==> src/rtl/idu_pipe.sv <==
// Registered RV32 instruction decoder between IFU and EXU: combinational decode
// of in_inst, a one-entry output register backed by a one-entry skid buffer.
module idu_pipe #(
    parameter int XLEN  = 32,
    parameter int RVE   = 0,
    parameter int CNT_W = 32
) (
    input  logic             clk,
    input  logic             rst_n,
    input  logic             flush,
    input  logic             in_valid,
    output logic             in_ready,
    input  logic [31:0]      in_inst,
    input  logic [XLEN-1:0]  in_pc,
    output logic             out_valid,
    input  logic             out_ready,
    output logic [XLEN-1:0]  out_pc,
    output logic [4:0]       out_rs1,
    output logic [4:0]       out_rs2,
    output logic [4:0]       out_rd,
    output logic [XLEN-1:0]  out_imm,
    output logic [2:0]       out_type,
    output logic             out_illegal,
    output logic [CNT_W-1:0] dec_cnt
);

    // Handshakes: a transfer happens on a rising edge where valid & ready are both
    // high; valid never depends on ready, and data is held while valid & !ready.

    typedef enum logic [2:0] {
        T_R = 3'b000,
        T_I = 3'b001,
        T_S = 3'b010,
        T_B = 3'b011,
        T_U = 3'b100,
        T_J = 3'b101,
        T_N = 3'b110
    } inst_type_e;

    typedef struct packed {
        logic [XLEN-1:0] pc;
        logic [4:0]      rs1;
        logic [4:0]      rs2;
        logic [4:0]      rd;
        logic [XLEN-1:0] imm;
        inst_type_e      typ;
        logic            illegal;
    } entry_t;

    localparam entry_t ENTRY_RST = '{pc: '0, rs1: '0, rs2: '0, rd: '0, imm: '0,
                                     typ: T_N, illegal: 1'b0};

    entry_t            dec;
    logic              use_rd, use_rs1, use_rs2;
    logic signed [31:0] imm32;

    always_comb begin
        dec       = ENTRY_RST;
        use_rd    = 1'b0;
        use_rs1   = 1'b0;
        use_rs2   = 1'b0;
        imm32     = '0;
        dec.pc    = in_pc;
        dec.rs1   = in_inst[19:15];
        dec.rs2   = in_inst[24:20];
        dec.rd    = in_inst[11:7];
        case (in_inst[6:0])
            7'b0110011: begin
                dec.typ = T_R; use_rd = 1'b1; use_rs1 = 1'b1; use_rs2 = 1'b1;
            end
            7'b0010011, 7'b0000011, 7'b1100111, 7'b1110011: begin
                dec.typ = T_I; use_rd = 1'b1; use_rs1 = 1'b1;
            end
            7'b0100011: begin
                dec.typ = T_S; use_rs1 = 1'b1; use_rs2 = 1'b1;
            end
            7'b1100011: begin
                dec.typ = T_B; use_rs1 = 1'b1; use_rs2 = 1'b1;
            end
            7'b0110111, 7'b0010111: begin
                dec.typ = T_U; use_rd = 1'b1;
            end
            7'b1101111: begin
                dec.typ = T_J; use_rd = 1'b1;
            end
            default: begin
                dec.typ     = T_N;
                dec.illegal = 1'b1;
            end
        endcase
        case (dec.typ)
            T_I:     imm32 = {{20{in_inst[31]}}, in_inst[31:20]};
            T_S:     imm32 = {{20{in_inst[31]}}, in_inst[31:25], in_inst[11:7]};
            T_B:     imm32 = {{20{in_inst[31]}}, in_inst[7], in_inst[30:25],
                              in_inst[11:8], 1'b0};
            T_U:     imm32 = {in_inst[31:12], 12'b0};
            T_J:     imm32 = {{12{in_inst[31]}}, in_inst[19:12], in_inst[20],
                              in_inst[30:21], 1'b0};
            default: imm32 = '0;
        endcase
        dec.imm = XLEN'(imm32);
        // RV32E only has x0..x15: a used register field with bit 4 set is illegal.
        if (RVE != 0) begin
            if ((use_rd && dec.rd[4]) || (use_rs1 && dec.rs1[4]) || (use_rs2 && dec.rs2[4]))
                dec.illegal = 1'b1;
        end
    end

    entry_t            out_q, skid_q;
    logic              out_valid_q, skid_valid_q, in_ready_q;
    logic [CNT_W-1:0]  cnt_q;

    logic in_fire, out_fire, load_out;
    assign in_fire  = in_valid && in_ready_q;
    assign out_fire = out_valid_q && out_ready;
    assign load_out = !out_valid_q || out_ready;

    always_ff @(posedge clk or negedge rst_n) begin
        if (!rst_n) begin
            out_q        <= ENTRY_RST;
            skid_q       <= ENTRY_RST;
            out_valid_q  <= 1'b0;
            skid_valid_q <= 1'b0;
            in_ready_q   <= 1'b1;
            cnt_q        <= '0;
        end else begin
            if (out_fire)
                cnt_q <= cnt_q + CNT_W'(1);
            if (flush) begin
                out_valid_q  <= 1'b0;
                skid_valid_q <= 1'b0;
                in_ready_q   <= 1'b1;
            end else if (load_out) begin
                // The skid entry is older than anything on the input, so it goes first.
                if (skid_valid_q) begin
                    out_q        <= skid_q;
                    out_valid_q  <= 1'b1;
                    skid_valid_q <= 1'b0;
                    in_ready_q   <= 1'b1;
                end else if (in_fire) begin
                    out_q       <= dec;
                    out_valid_q <= 1'b1;
                end else begin
                    out_valid_q <= 1'b0;
                end
            end else if (in_fire) begin
                skid_q       <= dec;
                skid_valid_q <= 1'b1;
                in_ready_q   <= 1'b0;
            end
        end
    end

    assign in_ready    = in_ready_q;
    assign out_valid   = out_valid_q;
    assign out_pc      = out_q.pc;
    assign out_rs1     = out_q.rs1;
    assign out_rs2     = out_q.rs2;
    assign out_rd      = out_q.rd;
    assign out_imm     = out_q.imm;
    assign out_type    = out_q.typ;
    assign out_illegal = out_q.illegal;
    assign dec_cnt     = cnt_q;

endmodule

==> config.mk <==
export PLATFORM = sky130hd
export DESIGN_NAME = idu_pipe
export DESIGN_NICKNAME = d
export VERILOG_FILES = /design/src/rtl/idu_pipe.sv
export SDC_FILE = /design/constraint.sdc
export NUM_CORES = 1
export LEC_CHECK = 0
export ABC_AREA = 1
export CAP_MARGIN = 20
export CORE_MARGIN = 2
export CORE_UTILIZATION = 47
export DETAILED_ROUTE_END_ITERATION = 12
export HOLD_SLACK_MARGIN = 0.1
export PLACE_DENSITY = 0.83
export SETUP_SLACK_MARGIN = 0.05
export SLEW_MARGIN = 20
export SYNTH_ARGS = -nofsm -noshare
export SYNTH_HDL_FRONTEND = slang
export SYNTH_SLANG_ARGS = --single-unit
==> constraint.sdc <==
create_clock -name clk -period 1.6 [get_ports clk]
set_input_delay 0.48 -clock clk [delete_from_list [all_inputs] [get_ports clk]]
set_output_delay 0.48 -clock clk [all_outputs]
set_load 0.02 [all_outputs]
==> impl_results.md, run 1 <==
- Outcome: finished with violations
- Failing checks: setup timing
- CTS Buf Count: 21
- Buf/Inv on CP: 3
- Tcrit/Tclk final: 1.24
- Most common cell on crit path: buf_4
- Final hold violations: 0
- Reg2reg path depth: 7
- Largest net degree at the start of global routing: 65
- Placed wire-length estimate: 17.3 mm
- Kind of cell adding the most delay to the critical path: XOR/XNOR gates
- # fillers: 1110
- Yosys warns: 0
- Crit path capture type: flop
- Die H: 144 um
- Die ar.: 0.0208 sq mm
- Antenna cells: 0
- RR Startpoint: dec_cnt[1]
- GRT overflow: 0
- WL per Instance: 21.4 um
- Simple-gate area share of the yosys netlist: 0.237
- CTS H-tree depth: 1
- Cells along the critical path: ha_4 -> nand3_4 -> buf_4 -> buf_4 -> buf_4 -> nor3_1 -> xor2_1
- CP max FO: 3
- Critical R2R Capture: dec_cnt[6]
- Global Route Usage Sum: 0.249
- Post-DRT Antenna Nets: 0
- Worst Path Required: 1.94 ns
- Worst-Margin Slew: 0.480 ns
- Mux cell area share after synthesis: 0
- Post-Synth Adder-Cell Area: 0.00271
- Mapped cell area: 0.00923 sq mm
- Vias in the first global route: 8566
- Most frequent cells in the layout: nand2_1, dfrtp_1, buf_4
- Via count: 10100
- Most common cell after layout, fill and taps aside: nand2_1
- Synth Area in XOR/XNOR: 0.0302
- Nets: 1528
- CTS clk-pin slew, worst paths: 0.07 ns
- Post-Route WL: 37.0 mm
- Pre-CTS setup slack: -1.11 ns
- Max_cap viols: 0
- Critical path origin: dec_cnt[1]
- Initial core utilization: 0.476
- Avg Inst Size Synth: 8.27 sq um
- Core area: 0.0194 sq mm
- Largest family of logic cells by synthesized area: simple AND/OR/NAND/NOR gates
- Via density: 5.83
- Clock Path Buffers: 3
- Post-Synthesis Cells: 1117
- Buffers on Ports: 185
- Top_reg_cell synth: dfrtp_1
- Mapped Nets: 1188
- Max_slew headroom: 0.679
- IO Count: 186
- Worst hold path class: in -> async
- Leakage: 7.70 nW
- Asr flop ratio synth: 1.00
- RSZ-0062 raised after global routing: true
- Die X-Extent: 144 um
- CTS Sinks: 201
- R2r setup slk: -0.38 ns
- Max Slew Vio Count: 0
- WHS: 0.457 ns
- CP max stage delay: 0.45 ns
- Row cnt: 51
- P&R area growth vs syn: 64.3%
- Initial antenna violation count: 0
- Post-synth EDFFs: 0
- CTS tree: yes
- Slowest CP cell: xor2_1
- Router iterations before antenna repair: 6
- DRC: 0
- First-pass GRT wire length: 42.0 mm
- Worst Path Arrival: 2.32 ns
- Worst Setup EP: dec_cnt[6]
- Minimum clock period: 1.98 ns
- Levels on crit path: 7
- Pwr dens: 1030 mW/mm^2
- Setup violators final: 175
- Final GP Congestion: 0.941
- Final setup margin: -0.384 ns
- Critical path type: reg -> reg
- Compound-Gate Fraction of Synth Area: 0.120
- Layout cells sized above 1: 0.433
- Fin Clk Skew: 0.0114 ns
- Fmax: 504 MHz
- #FFs+latches synth: 201
- Yosys cell types: 34
- Sequential share of the synthesized area: 0.545
- Worst Setup Start Kind: flop
- Worst VDD drop: 0.000572 V
- 1st-iter DRT viols: 910
- Root buf cell: clkbuf_16
- Clock insertion delay at the later pin of the skew report: 0.50 ns
[layout make-up]
type	count	area, sq um	share of cell area
clock buffer	32	627	0.0413
clock inverter	4	72.6	0.00478
inverter	88	400	0.0264
multi-input combinational	769	4990	0.329
sequential	201	5040	0.332
tap	265	332	0.0219
timing repair buffer	371	3650	0.241
timing repair inverter	5	61.3	0.00404
[cell usage after synthesis, types with 2 or more instances]
master | n | area, sq um
a21oi_1 | 2 | 10.0
a31oi_1 | 17 | 106
buf_1 | 2 | 7.51
buf_2 | 15 | 75.1
buf_4 | 2 | 15.0
buf_6 | 2 | 22.5
clkbuf_1 | 38 | 143
dfrtp_1 | 196 | 4900
dfstp_2 | 5 | 131
ha_1 | 2 | 25.0
inv_1 | 74 | 278
inv_2 | 14 | 52.6
nand2_1 | 334 | 1250
nand2_2 | 9 | 56.3
nand3_1 | 37 | 185
nand3_2 | 2 | 20.0
nand4_1 | 9 | 56.3
nor2_1 | 97 | 364
nor2_2 | 6 | 37.5
nor2_4 | 4 | 45.0
nor3_1 | 13 | 65.1
nor3_2 | 3 | 30.0
nor3_4 | 2 | 32.5
o21ai_0 | 135 | 676
o21ai_1 | 57 | 285
o22ai_1 | 4 | 25.0
xnor2_1 | 7 | 61.3
xor2_1 | 23 | 201
[power breakdown]
group / total, mW / internal (mW) / switching, mW / leakage, nW
clock: 5.11 / 3.01 / 2.09 / 0.340
combinational: 3.93 / 1.78 / 2.15 / 4.80
sequential: 6.64 / 5.94 / 0.705 / 2.57
total: 15.7 / 10.7 / 4.94 / 7.70
[through the flow]
stage           util  setup TNS, ns  total power [mW]  cell area, sq um  instances
5_1_grt        0.782         -31.43              16.2             15200       1735
2_1_floorplan      -         -17.77              8.01              9640       1117
6_report       0.782         -17.84              15.7             15200       1735
4_1_cts        0.674          -5.97              14.4             13100       1669
3_5_place_dp   0.630        -126.62              9.59             12200       1597
3_3_place_gp   0.630        -120.44              9.47             12200       1597
[worst min-delay path by stage]
| stage | startpoint | to | cells past startpoint |
|---|---|---|---|
| after floorplan | rst_n | dec_cnt[0] | 0 |
| after global placement | rst_n | out_pc[6] | 1 |
| after detailed placement | rst_n | out_pc[6] | 1 |
| after CTS | rst_n | out_pc[6] | 2 |
| after global routing | rst_n | out_pc[4] | 2 |
| final | rst_n | out_pc[4] | 2 |
[registers in the layout, indices dropped and copies added (netlist names)]
register,cells
dec_cnt,32
in_ready,1
out_rs2,5
out_rs1,5
skid_valid_q,1
out_illegal,1
out_type,3
skid_q,83
out_pc,32
out_imm,32
out_rd,5
out_valid,1
[metal layers]
layer	up-vias	track usage	part of all wire
met3	226	0.0341	0.086
met4	0	0.0889	0.076
met5	-	0	0
met2	727	0.430	0.49
li1	4300	-	-
met1	4868	0.323	0.35
[what timing repair did]
action                                 CTS  global route
setup endpoints to repair              252           221
endpoints found under the hold margin   24             0
pin swaps                               39            77
buffers inserted                        35            40
gates resized for setup                611           337
gates cloned                             0            33
hold buffers                             1             0
[cell families after synthesis]
logic type               Yosys count
buffers and inverters            147
adder cells (fa/ha/maj)            2
XOR/XNOR                          31
AND/OR/NAND/NOR                  520
AO/OA/AOI/OAI                    216
flip-flops                       201
Power figures use the tool's default switching activity.
==> inputs of run 2 (changes only) <==
CORE_UTILIZATION = 56   (was 47)
PLACE_DENSITY = 0.92   (was 0.83)
clock period = 2.3 ns   (was 1.6 ns; I/O delays follow)
==> run 2 against run 1 <==
Effect of this change: final cell count shrank 10%; critical path depth shrank 6; highest routed layer unchanged; final area shrank 18%; wire length shrank 31%; count of clock-buffer cells in the layout grew 1; clock power shrank 36%; the run now ends clean; global-route usage grew 3.7 points; largest cell class unchanged.
==> impl_results.md, run 2 (synthesized netlist as in run 1, its figures left out) <==
- CP max FO: 3 (unchanged)
- Final GP Congestion: 0.896 (-4.9%)
- Clock Path Buffers: 3 (unchanged)
- CTS Buf Count: 21 (unchanged)
- Final hold violations: 0 (unchanged)
- Routed length on met2: 12.6 mm (-31%)
- Worst VDD drop: 0.000577 V (+0.97%)
- Max_cap viols: 0 (unchanged)
- Root buf cell: clkbuf_16
- Area after DPL: 0.0117 sq mm (-4.6%)
- Largest net degree at the start of global routing: 158 (+140%)
- Worst Path Arrival: 1.53 ns (-0.79 ns)
- Max layer used: met4
- Max_slew headroom: 0.501 (-0.177)
- Setup violators final: 0 (-100%)
- Critical path type: reg -> out
- Nets: 1396 (-8.6%)
- Crit path capture type: primary output
- Most frequent cells in the layout: nand2_1, dfrtp_1, clkdlybuf4s50_1
- Outcome: finished clean
- GRT overflow: 0 (unchanged)
- Router iterations before antenna repair: 6 (unchanged)
- Die ar.: 0.0175 sq mm (-16%)
- Via density: 5.52 (-5.3%)
- Metal-1 WL: 9.91 mm (-23%)
- Pwr Total: 9.74 mW (-38%)
- Vias in the first global route: 8289 (-3.2%)
- Fin Clk Skew: 0.00773 ns (-0.00368 ns)
- Kind of cell adding the most delay to the critical path: buffers and inverters
- P&R area growth vs syn: 34.6%
- Fmax: 451 MHz
- # fillers: 1030 (-7.2%)
- Clock insertion delay at the later pin of the skew report: 0.49 ns (about the same)
- Leakage: 6.46 nW (-16%)
- Worst hold path class: in -> async
- Buffers on Ports: 185 (unchanged)
- WL per Instance: 16.3 um (-24%)
- CTS H-tree depth: 1 (unchanged)
- DRC: 0 (unchanged)
- Initial core utilization: 0.577 (+0.101)
- Antenna cells: 0 (unchanged)
- Placed wire-length estimate: 17.0 mm (-1.8%)
- Max Slew Vio Count: 0 (unchanged)
- Metal3 WL: 1.76 mm (-45%)
- Buf/Inv on CP: 1 (-2)
- Pwr dens: 784 mW/mm^2 (-24%)
- Tcrit/Tclk final: 0.965
- 1st-iter DRT viols: 761 (-16%)
- CTS Sinks: 201 (unchanged)
- First-pass GRT wire length: 40.9 mm (-2.4%)
- Top reg by flops: skid_q
- Die X-Extent: 132 um (-8.2%)
- CTS tree: yes
- CTS clk-pin slew, worst paths: 0.06 ns (about the same)
- Max FFs per register: 83 (unchanged)
- Minimum clock period: 2.22 ns
- Most common cell after layout, fill and taps aside: nand2_1
- Worst-Margin Slew: 0.748 ns (+0.268 ns)
- Post-Route WL: 25.4 mm (-31%)
- Worst Setup Start Kind: flop
- Core area: 0.0160 sq mm (-18%)
- Setup TNS: 0 ns (+17.84 ns)
- Row cnt: 46 (-9.8%)
- Via count: 8594 (-15%)
- IO Count: 186 (unchanged)
- Initial antenna violation count: 0 (unchanged)
- Hold buffers post-CTS: 0 (-1)
- Post-DRT Antenna Nets: 0 (unchanged)
- CP max stage delay: 0.63 ns (+0.18 ns)
- Post-route cell area: 0.0124 sq mm (-18%)
- Slowest CP cell: clkdlybuf4s50_1
- Layout cells sized above 1: 0.117 (-0.315)
- Die H: 132 um (-8.2%)
- Cells along the critical path: clkdlybuf4s50_1
- RSZ-0062 raised after global routing: true
- Worst Path Required: 1.61 ns (-0.33 ns)
- Global Route Usage Sum: 0.286 (+0.0368)
==> run 2: changes by cell type in the layout (fill, tap and decap cells not counted), moves of 46 or more <==
cell / delta
buf_2: -83
o21ai_0: +78
nand2_2: -54
o21ai_2: -46
buf_6: -70
nand2_1: +95
buf_4: -61
clkdlybuf4s50_1: +94
==> run 2: path summary, 6_finish.rpt <==
| check | cells after the start | slack (ns) | from | end |
|---|---|---|---|---|
| max | 1 | 0.08 | dec_cnt[30] | dec_cnt[30] |
| min | 1 | 0.14 | rst_n | out_pc[6] |
| max reg2reg | 9 | 0.31 | dec_cnt[1] | dec_cnt[22] |
| min reg2reg | 2 | 0.48 | out_rd[1] | out_rd[1] |
| max in group asynchronous | 2 | 1.52 | rst_n | out_type[1] |
| min in group clk | 2 | 0.48 | out_rd[1] | out_rd[1] |
==> run 2: metal layers <==
layer  vias up  GRT usage
met5         -          0
met4         0      0.124
met3       100     0.0365
met2       424      0.480
met1      4067      0.376
li1       4003          -
==> run 2: repair_timing <==
item	4_1_cts	5_1_grt
buffers inserted	3	1
setup endpoints to repair	71	39
gates resized for setup	26	25
pin swaps	9	8
==> run 2: power by group <==
group          switching [mW]  leakage, nW  internal [mW]
clock network            1.36        0.330           1.89
logic                    1.11         3.56          0.898
registers               0.358         2.57           4.12
total                    2.83         6.46           6.91
==> run 2: area by class of cell <==
cell class                 count  area, sq um  area share
clock inverter                 5         32.5     0.00262
clock buffer                  33          631      0.0508
tap                          216          270      0.0218
sequential                   201         5040       0.405
multi-input combinational    769         3690       0.297
inverter                      88          337      0.0271
timing repair buffer         244         2430       0.196
==> run 2: stage by stage <==
stage / util / hold slack, ns / worst slack [ns] / std cells
2_1_floorplan: - / 0.394 / 0.0456 / 1117
3_3_place_gp: 0.729 / 0.460 / -0.521 / 1514
3_5_place_dp: 0.729 / 0.466 / -0.641 / 1514
4_1_cts: 0.772 / 0.142 / 0.0526 / 1555
5_1_grt: 0.777 / 0.154 / 0.0196 / 1556
6_report: 0.777 / 0.139 / 0.0812 / 1556
==> inputs of run 3 (changes only) <==
CAP_MARGIN = not set   (was 20)
==> results of run 3 <==
Same layout as run 2: the final DEF is identical, and so are final timing and power.
